File: config.mk
export PLATFORM = sky130hd
export DESIGN_NAME = pmu_core
export DESIGN_NICKNAME = d
export VERILOG_FILES = /design/src/rtl/pmu_core.sv
export SDC_FILE = /design/constraint.sdc
export NUM_CORES = 1
export LEC_CHECK = 0
export ABC_AREA = 1
export CORE_UTILIZATION = 45
export CTS_BUF_LIST = sky130_fd_sc_hd__clkbuf_4 sky130_fd_sc_hd__clkbuf_8
export DETAILED_ROUTE_END_ITERATION = 10
export GPL_TIMING_DRIVEN = 0
export RECOVER_POWER = 25
export SLEW_MARGIN = 20
export SYNTH_ARGS = -nofsm -noshare
export SYNTH_HDL_FRONTEND = slang
export SYNTH_SLANG_ARGS = --single-unit
File: constraint.sdc
create_clock -name clk -period 16 [get_ports clk]
set_input_delay 3.2 -clock clk [delete_from_list [all_inputs] [get_ports clk]]
set_output_delay 3.2 -clock clk [all_outputs]
set_load 0.03 [all_outputs]
File: src/rtl/pmu_core.sv
// Programming management unit: captures 192-bit serial command frames, loads a
// decryption key or stores XOR-decrypted words, and streams the stored words on tdo.
module pmu_core #(
  parameter int unsigned KEY_LENGTH       = 128,
  parameter int unsigned BITSTREAM_LENGTH = 128,
  parameter int unsigned HEADER_LENGTH    = 64,
  parameter int unsigned MEM_DEPTH        = 4
) (
  input  logic clk,
  input  logic rst,
  input  logic data_i,
  input  logic en,
  input  logic pwr_up_en,
  output logic tdo
);

  localparam int unsigned FRAME_LENGTH = HEADER_LENGTH + KEY_LENGTH;
  localparam int unsigned CNT_W        = $clog2(FRAME_LENGTH);
  localparam int unsigned WPTR_W       = $clog2(MEM_DEPTH + 1);
  localparam int unsigned ADDR_W       = (MEM_DEPTH > 1) ? $clog2(MEM_DEPTH) : 1;
  localparam int unsigned BIT_W        = $clog2(BITSTREAM_LENGTH);
  localparam int unsigned RD_W         = WPTR_W + BIT_W;

  localparam logic [3:0] OP_LOAD_KEY = 4'h0;
  localparam logic [3:0] OP_LOAD_MEM = 4'h1;

  typedef enum logic [2:0] {
    IDLE,
    SHIFT,
    EXEC,
    WAIT_EN_LOW,
    READOUT
  } state_e;

  state_e                      state_q;
  logic [CNT_W-1:0]            bit_cnt_q;
  logic [FRAME_LENGTH-1:0]     frame_q;
  logic [KEY_LENGTH-1:0]       key_q;
  logic                        key_valid_q;
  logic [WPTR_W-1:0]           wptr_q;
  logic [RD_W-1:0]             rd_cnt_q;
  logic                        en_prev_q;
  logic                        tdo_q;
  logic [BITSTREAM_LENGTH-1:0] mem_q [MEM_DEPTH];

  logic                        start_c;
  logic [3:0]                  opcode_c;
  logic [KEY_LENGTH-1:0]       payload_c;
  logic [BITSTREAM_LENGTH-1:0] mem_word_d;
  logic                        mem_wr_c;
  logic [ADDR_W-1:0]           rd_word_c;
  logic [BIT_W-1:0]            rd_bit_c;
  logic                        rd_data_c;
  logic [RD_W-1:0]             rd_total_c;

  // A start cycle is a rising edge of en; en held high never re-arms capture.
  assign start_c    = en && !en_prev_q;
  assign opcode_c   = frame_q[3:0];
  assign payload_c  = frame_q[FRAME_LENGTH-1 -: KEY_LENGTH];
  assign mem_word_d = payload_c ^ key_q;
  assign mem_wr_c   = (state_q == EXEC) && (opcode_c == OP_LOAD_MEM) && key_valid_q &&
                      (wptr_q < WPTR_W'(MEM_DEPTH));

  assign rd_word_c  = rd_cnt_q[BIT_W +: ADDR_W];
  assign rd_bit_c   = rd_cnt_q[BIT_W-1:0];
  assign rd_data_c  = mem_q[rd_word_c][rd_bit_c];
  assign rd_total_c = RD_W'({wptr_q, BIT_W'(0)});

  assign tdo = tdo_q;

  // Frame shift register: LSB-first data ends up with bit 0 at frame_q[0].
  always_ff @(posedge clk) begin
    if (state_q == SHIFT && en) begin
      frame_q <= {data_i, frame_q[FRAME_LENGTH-1:1]};
    end
  end

  // Configuration memory has no reset; only words below wptr are ever read out.
  always_ff @(posedge clk) begin
    if (!rst && mem_wr_c) begin
      mem_q[wptr_q[ADDR_W-1:0]] <= mem_word_d;
    end
  end

  // Control FSM with registered tdo.
  always_ff @(posedge clk) begin
    if (rst) begin
      state_q     <= IDLE;
      bit_cnt_q   <= '0;
      key_q       <= '0;
      key_valid_q <= 1'b0;
      wptr_q      <= '0;
      rd_cnt_q    <= '0;
      en_prev_q   <= 1'b0;
      tdo_q       <= 1'b0;
    end else begin
      en_prev_q <= en;
      case (state_q)
        IDLE: begin
          tdo_q <= 1'b0;
          if (start_c) begin
            state_q   <= SHIFT;
            bit_cnt_q <= '0;
          end else if (pwr_up_en && !en && (wptr_q != '0)) begin
            state_q  <= READOUT;
            tdo_q    <= rd_data_c;
            rd_cnt_q <= RD_W'(1);
          end
        end
        SHIFT: begin
          if (!en) begin
            state_q <= IDLE;
          end else if (bit_cnt_q == CNT_W'(FRAME_LENGTH - 1)) begin
            state_q <= EXEC;
          end else begin
            bit_cnt_q <= bit_cnt_q + CNT_W'(1);
          end
        end
        EXEC: begin
          if (opcode_c == OP_LOAD_KEY) begin
            key_q       <= payload_c;
            key_valid_q <= 1'b1;
          end
          if (mem_wr_c) begin
            wptr_q <= wptr_q + WPTR_W'(1);
          end
          state_q <= WAIT_EN_LOW;
        end
        WAIT_EN_LOW: begin
          if (!en) begin
            state_q <= IDLE;
          end
        end
        READOUT: begin
          if (rd_cnt_q == rd_total_c) begin
            state_q  <= IDLE;
            tdo_q    <= 1'b0;
            rd_cnt_q <= '0;
          end else begin
            tdo_q    <= rd_data_c;
            rd_cnt_q <= rd_cnt_q + RD_W'(1);
          end
        end
        default: begin
          state_q <= IDLE;
          tdo_q   <= 1'b0;
        end
      endcase
    end
  end

endmodule

==> results.md, run 1 <==
- Critical-path top delay cell: clkbuf_1
- Routed len/inst: 23.3 um
- Critical path data required time: 16,480 ps
- Worst-margin pin slew: 1190 ps
- Post-synthesis cell area: 0.0335 sq mm
- FP Rows: 99
- Remaining antenna violation count: 0
- WL final: 95.5 mm
- Worst path cell trace: clkbuf_1, clkinv_1, clkbuf_1, nand4_1, nor2_4, buf_12, buf_16, buf_12
- # IOs: 6
- Antenna violations before repair: 1
- Util after Layout: 0.527
- Ys flop type: edfxtp_1
- Final setup fails: 0
- Leakage: 14.2 nW
- Commonest non-fill, non-tap cell in the layout: edfxtp_1
- CTS tree: built
- Area delta synth->final: 15.2%
- Post-CTS Resized: 0
- Vias per cell: 5.50
- Die H: 275 um
- WS Path Type: input port to flop
- Die area: 0.0756 sq mm
- Max clock buf depth: 3
- EDFF count, synth: 704
- Most frequent cells in the layout: edfxtp_1, nand2_1, nor2_1
- Initial DRC Count: 2,729
- Drt pass-1 iters: 11
- CTS clk-pin slew, worst paths: 60 ps
- Outcome: finished with violations
- Yosys cell types: 36
- Clk sinks: 861
- Mapped Avg Cell Area: 11.8 sq um
- First-pass GRT wire length: 139 mm
- Placer congestion estimate: 0.860
- Slew Viols, Final: 0
- Flop-to-flop setup slack: 12,740 ps
- Maximum clock rate: 0.165 GHz
- Arrival @ worst endpoint: 6560 ps
- DP HPWL: 62.3 mm
- H-tree levels: 4
- CTS Buf Count: 143
- Max Cap Viol: 0
- Pwr Density: 117 mW/mm^2
- Core ar.: 0.0733 sq mm
- Net count reported at finish: 3,027
- I/O Buffers: 4
- Largest net degree at the start of global routing: 28
- Failing checks: DRC
- Relative slew slack: 0.207
- Vias in the first global route: 21,665
- CTS root buffer: clkbuf_8
- Syn. warnings: 0
- Synth Register Bits: 861
- RSZ-0062 raised after global routing: false
- Final Cycle Share: 0.380
- Hold crit path type: flop to flop
- Via count: 22,535
- Cell count after synthesis: 2,830
- DRC Markers: 1
- Remaining Overflow, GRT: 0
- Clock latency at the later pin of the worst-skew pair: 800 ps
- Share of layout cells above drive strength 1: 0.125
- Worst setup EP type: flop
- Tot Pwr: 4.52 mW
- Synth async-reset ratio: 0
- Syn_nets: 2,842
- Final Hold Viols: 0
- Clk_skew: 34.6 ps
- Worst-path fanout max: 19
- Sequential share of the synthesized area: 0.725
- Buffer count from post-CTS setup fixing: 0
- Die X: 275 um
- Final min period: 6070 ps
- Startpoint Class: input port
- Initial Util: 0.457
- Critical Path Max Stage Delay: 810 ps
- VDD IR max: 72.6 uV
- Cts hold-fix bufs: 0
- Global-route usage over all layers: 0.255
-- power breakdown --
part,internal (mW),switching [mW]
logic,0.0175,0.0463
clock network,1.12,0.888
registers,2.43,0.0143
-- cell usage after synthesis (all sizes together) (14+ instances only) --
library cell,n,area [sq um]
nor3,14,75.1
dfxtp,157,3140
inv,83,317
a21oi,22,110
clkbuf,49,184
xor2,132,1160
nor2,428,1610
o211ai,16,120
edfxtp,704,21100
o21ai,211,1060
buf,103,641
nand3,328,1640
nand2,556,2090
-- final cells by class --
type                       instances  area, sq um
antenna                            1         2.50
buffer                           152          826
timing repair buffer              40          858
inverter                          84          320
tap                              959         1200
sequential                       861        24300
clock buffer                     217         2670
fill                            6223        34700
multi-input combinational       1733         8120
clock inverter                    47          334
-- stage by stage --
stage                     cells  worst slack [ps]  setup TNS, ps  hold slack (ps)  area [sq um]
final                      4094              9930              0              411         38600
after CTS                  4093             10010              0              413         38600
after global routing       4094              9890              0              420         38600
after detailed placement   3829              9180              0              406         35600
after floorplan            2830              6030              0              400         33500
after global placement     3793              -364        -116020              401         34800
-- final timing paths --
kind	end	start	cells after the start
setup / recovery	mem_q[0][42]$_DFFE_PP_	rst	8
hold reg to reg	frame_q[26]$_DFFE_PP_	frame_q[27]$_DFFE_PP_	0
hold / removal	frame_q[26]$_DFFE_PP_	frame_q[27]$_DFFE_PP_	0
setup reg to reg	tdo$_SDFFE_PP0N_	rd_cnt_q[0]$_SDFFE_PP0P_	12
-- per-layer routing --
metal  up-vias  global-route usage  share of wire
li1      10144                   -              -
met1     10978               0.350           0.41
met2      1217               0.402           0.46
met3       196              0.0472          0.092
met4         0               0.104          0.034
met5         -                   0              0
-- flip-flops by register name (all words and copies together) (netlist names), named ones only --
| signal | cells |
|---|---|
| mem_q | 512 |
| frame_q | 192 |
| key_q | 128 |
| rd_cnt_q | 10 |
| bit_cnt_q | 8 |
| state_q | 3 |
| wptr_q | 3 |
| en_prev_q | 1 |
| key_valid_q | 1 |
| tdo | 1 |
-- kinds of logic after synthesis --
family	synth area share
flip-flops	0.725
XOR/XNOR	0.0345
adder cells (fa/ha/maj)	0.00261
AO/OA/AOI/OAI	0.0401
buffers and inverters	0.0342
AND/OR/NAND/NOR	0.164
-- critical path, delay by kind of cell --
kind,cells,cell delay [ps]
buffers and inverters,6,2160
and+or+nand+nor,2,1120
Power figures use the tool's default switching activity.
==> inputs of run 2 (changes only) <==
==> constraint.sdc (replaced) <==
create_clock -name clk -period 5.3 [get_ports clk]
set_input_delay 1.06 -clock clk [delete_from_list [all_inputs] [get_ports clk]]
set_output_delay 1.06 -clock clk [all_outputs]
set_load 0.03 [all_outputs]
==> run 2 against run 1 <==
The flow now finishes without violations. Utilization up 0.13 points. Sequential power rose to 3.0 times the previous value. Critical path depth unchanged. Global-route usage up 0.24 points. Total power rose to 3.0 times the previous value. Setup slack worse by 8700 ps. Routed wire length about the same.
==> results.md, run 2 (synthesis gave the netlist of run 1 again) <==
- Outcome: finished, final reports clean
- Max clock buf depth: 3 (unchanged)
- # IOs: 6 (unchanged)
- Clk sinks: 861 (unchanged)
- Met3 Use GR: 0.0530 (+0.00576)
- First-pass GRT wire length: 140 mm (+1.2%)
- Cell family with the largest share of critical-path delay: buffers and inverters
- Critical path data required time: 5780 ps (-10,700 ps)
- DRC Markers: 0 (-1)
- Final setup fails: 0 (unchanged)
- Pwr Density: 352 mW/mm^2 (+200%)
- Critical Path Max Stage Delay: 760 ps (-50 ps)
- Die H: 275 um (unchanged)
- GR met1 Demand/Resource: 0.353 (+0.00357)
- Die X: 275 um (unchanged)
- RSZ-0062 raised after global routing: false
- Critical-path top delay cell: clkbuf_1
- Global-route usage over all layers: 0.257 (+0.00235)
- Slew Viols, Final: 0 (unchanged)
- Maximum clock rate: 0.244 GHz
- CTS tree: built
- Post-CTS Resized: 0 (unchanged)
- Startpoint Class: input port
- Worst-margin pin slew: 1230 ps (+35.4 ps)
- Hold Path Depth: 0 (unchanged)
- Placed cell area: 0.0357 sq mm (+0.34%)
- I/O Buffers: 4 (unchanged)
- CTS root buffer: clkbuf_8
- H-tree levels: 4 (unchanged)
- Area delta synth->final: 15.5%
- Antenna violations before repair: 2 (+1)
- M2 GR Usage: 0.398 (-0.00325)
- Max Cap Viol: 0 (unchanged)
- Net count reported at finish: 3,029 (+0.066%)
- Initial Util: 0.457 (unchanged)
- Util after Layout: 0.528 (+0.00130)
- Via count: 22,591 (+0.25%)
- FF-to-FF Start: rd_cnt_q[0]$_SDFFE_PP0P_
- Relative slew slack: 0.183 (-0.0236)
- WS Path Type: input port to flop
- Placer congestion estimate: 0.852 (-0.93%)
- GR peak layer: met2
- VDD IR max: 219 uV (+200%)
- Hold crit path type: flop to flop
- Arrival @ worst endpoint: 4580 ps (-1980 ps)
- Cts hold-fix bufs: 0 (unchanged)
- Dpl ws: 356 ps (-8820 ps)
- Routed len/inst: 23.3 um (about the same)
- DP HPWL: 62.9 mm (+0.98%)
- Buffer count from post-CTS setup fixing: 0 (unchanged)
- Share of layout cells above drive strength 1: 0.126 (+0.000957)
- Final Cycle Share: 0.775
- Hold Path Sink: frame_q[34]$_DFFE_PP_
- Vias per cell: 5.51 (+0.18%)
- Max reg flops: 512 (unchanged)
- Core ar.: 0.0733 sq mm (unchanged)
- Leakage: 14.3 nW (+0.33%)
- Largest net degree at the start of global routing: 28 (unchanged)
- Final Hold Viols: 0 (unchanged)
- Worst path cell trace: clkbuf_1, clkinv_1, clkbuf_1, nand4_1, nor2_4, buf_16, buf_12, buf_12
- Most frequent cells in the layout: edfxtp_1, nand2_1, nor2_1
- Setup TNS: 0 ps (unchanged)
- FP Rows: 99 (unchanged)
- Die area: 0.0756 sq mm (unchanged)
- Remaining Overflow, GRT: 0 (unchanged)
- Post-route worst setup slack: 1190 ps (-8730 ps)
- Reg2reg path depth: 12 (unchanged)
- Vias in the first global route: 21,822 (+0.72%)
- Clock latency at the later pin of the worst-skew pair: 810 ps (about the same)
- R2R Path End: tdo$_SDFFE_PP0N_
- HP Start: frame_q[35]$_DFFE_PP_
- Drt pass-1 iters: 6 (-5)
- Commonest non-fill, non-tap cell in the layout: edfxtp_1
- Final non-filler cell total: 4,097 (+0.073%)
- Final Cell Area: 0.0387 sq mm (+0.25%)
- Clk_skew: 39.7 ps (+5.12 ps)
- Worst setup EP type: flop
- Remaining antenna violation count: 0 (unchanged)
- Worst-path fanout max: 20 (+1)
- Final min period: 4110 ps
- Placed cells: 3,831 (+0.052%)
- Initial DRC Count: 2,593 (-5.0%)
- Buffer and inverter count on the worst path: 6 (unchanged)
- CTS clk-pin slew, worst paths: 60 ps (about the same)
- Flop-to-flop setup slack: 2080 ps (-10,660 ps)
- CTS Buf Count: 143 (unchanged)
- WL final: 95.6 mm (about the same)
[run 2: changes by cell type in the layout (fill, tap and decap cells not counted), sizes merged]
cell           before  now
clkinv             33   28
inv                89   93
clkinvlp            6    3
diode               1    4
buf               139  141
clkbuf            266  268
clkdlybuf4s50       4    3
dlygate4sd3         0    1
[run 2: worst max path at each step]
stage	endpoint	depth (start not counted)	slack (ps)	from
floorplan	mem_q[3][0]$_DFFE_PP_	5	-440	rst
global placement	mem_q[0][61]$_DFFE_PP_	5	-4800	rst
detailed placement	mem_q[0][90]$_DFFE_PP_	8	360	rst
CTS	mem_q[0][47]$_DFFE_PP_	8	1200	rst
global route	mem_q[0][47]$_DFFE_PP_	8	1140	rst
finish	mem_q[0][43]$_DFFE_PP_	8	1190	rst
[run 2: power breakdown]
part / switching [mW] / total [mW] / internal (mW) / leakage (nW)
Sequential: 0.0437 / 7.39 / 7.35 / 7.62
Combinational: 0.138 / 0.192 / 0.0534 / 5.07
Clock: 2.70 / 6.03 / 3.33 / 1.59
[run 2: per-stage QoR]
step                power [mW]  hold WS, ps
detailed placement        7.72          405
CTS                       13.7          411
finish                    13.6          411
floorplan                 7.63          400
global route              14.0          416
global placement          7.70          401
[run 2: layout make-up]
| class | instances | area [sq um] |
|---|---|---|
| Antenna cell | 4 | 10.0 |
| Inverter | 84 | 320 |
| Multi-Input combinational cell | 1733 | 8120 |
| Fill cell | 6189 | 34600 |
| Buffer | 152 | 826 |
| Sequential cell | 861 | 24300 |
| Tap cell | 959 | 1200 |
| Clock inverter | 43 | 353 |
| Clock buffer | 219 | 2620 |
| Timing Repair Buffer | 42 | 981 |
[run 2: routing by layer]
metal	vias to the layer above	wire, um
li1	10170	-
met1	11083	39900
met2	1122	43500
met3	214	8740
met4	2	3440
met5	-	13
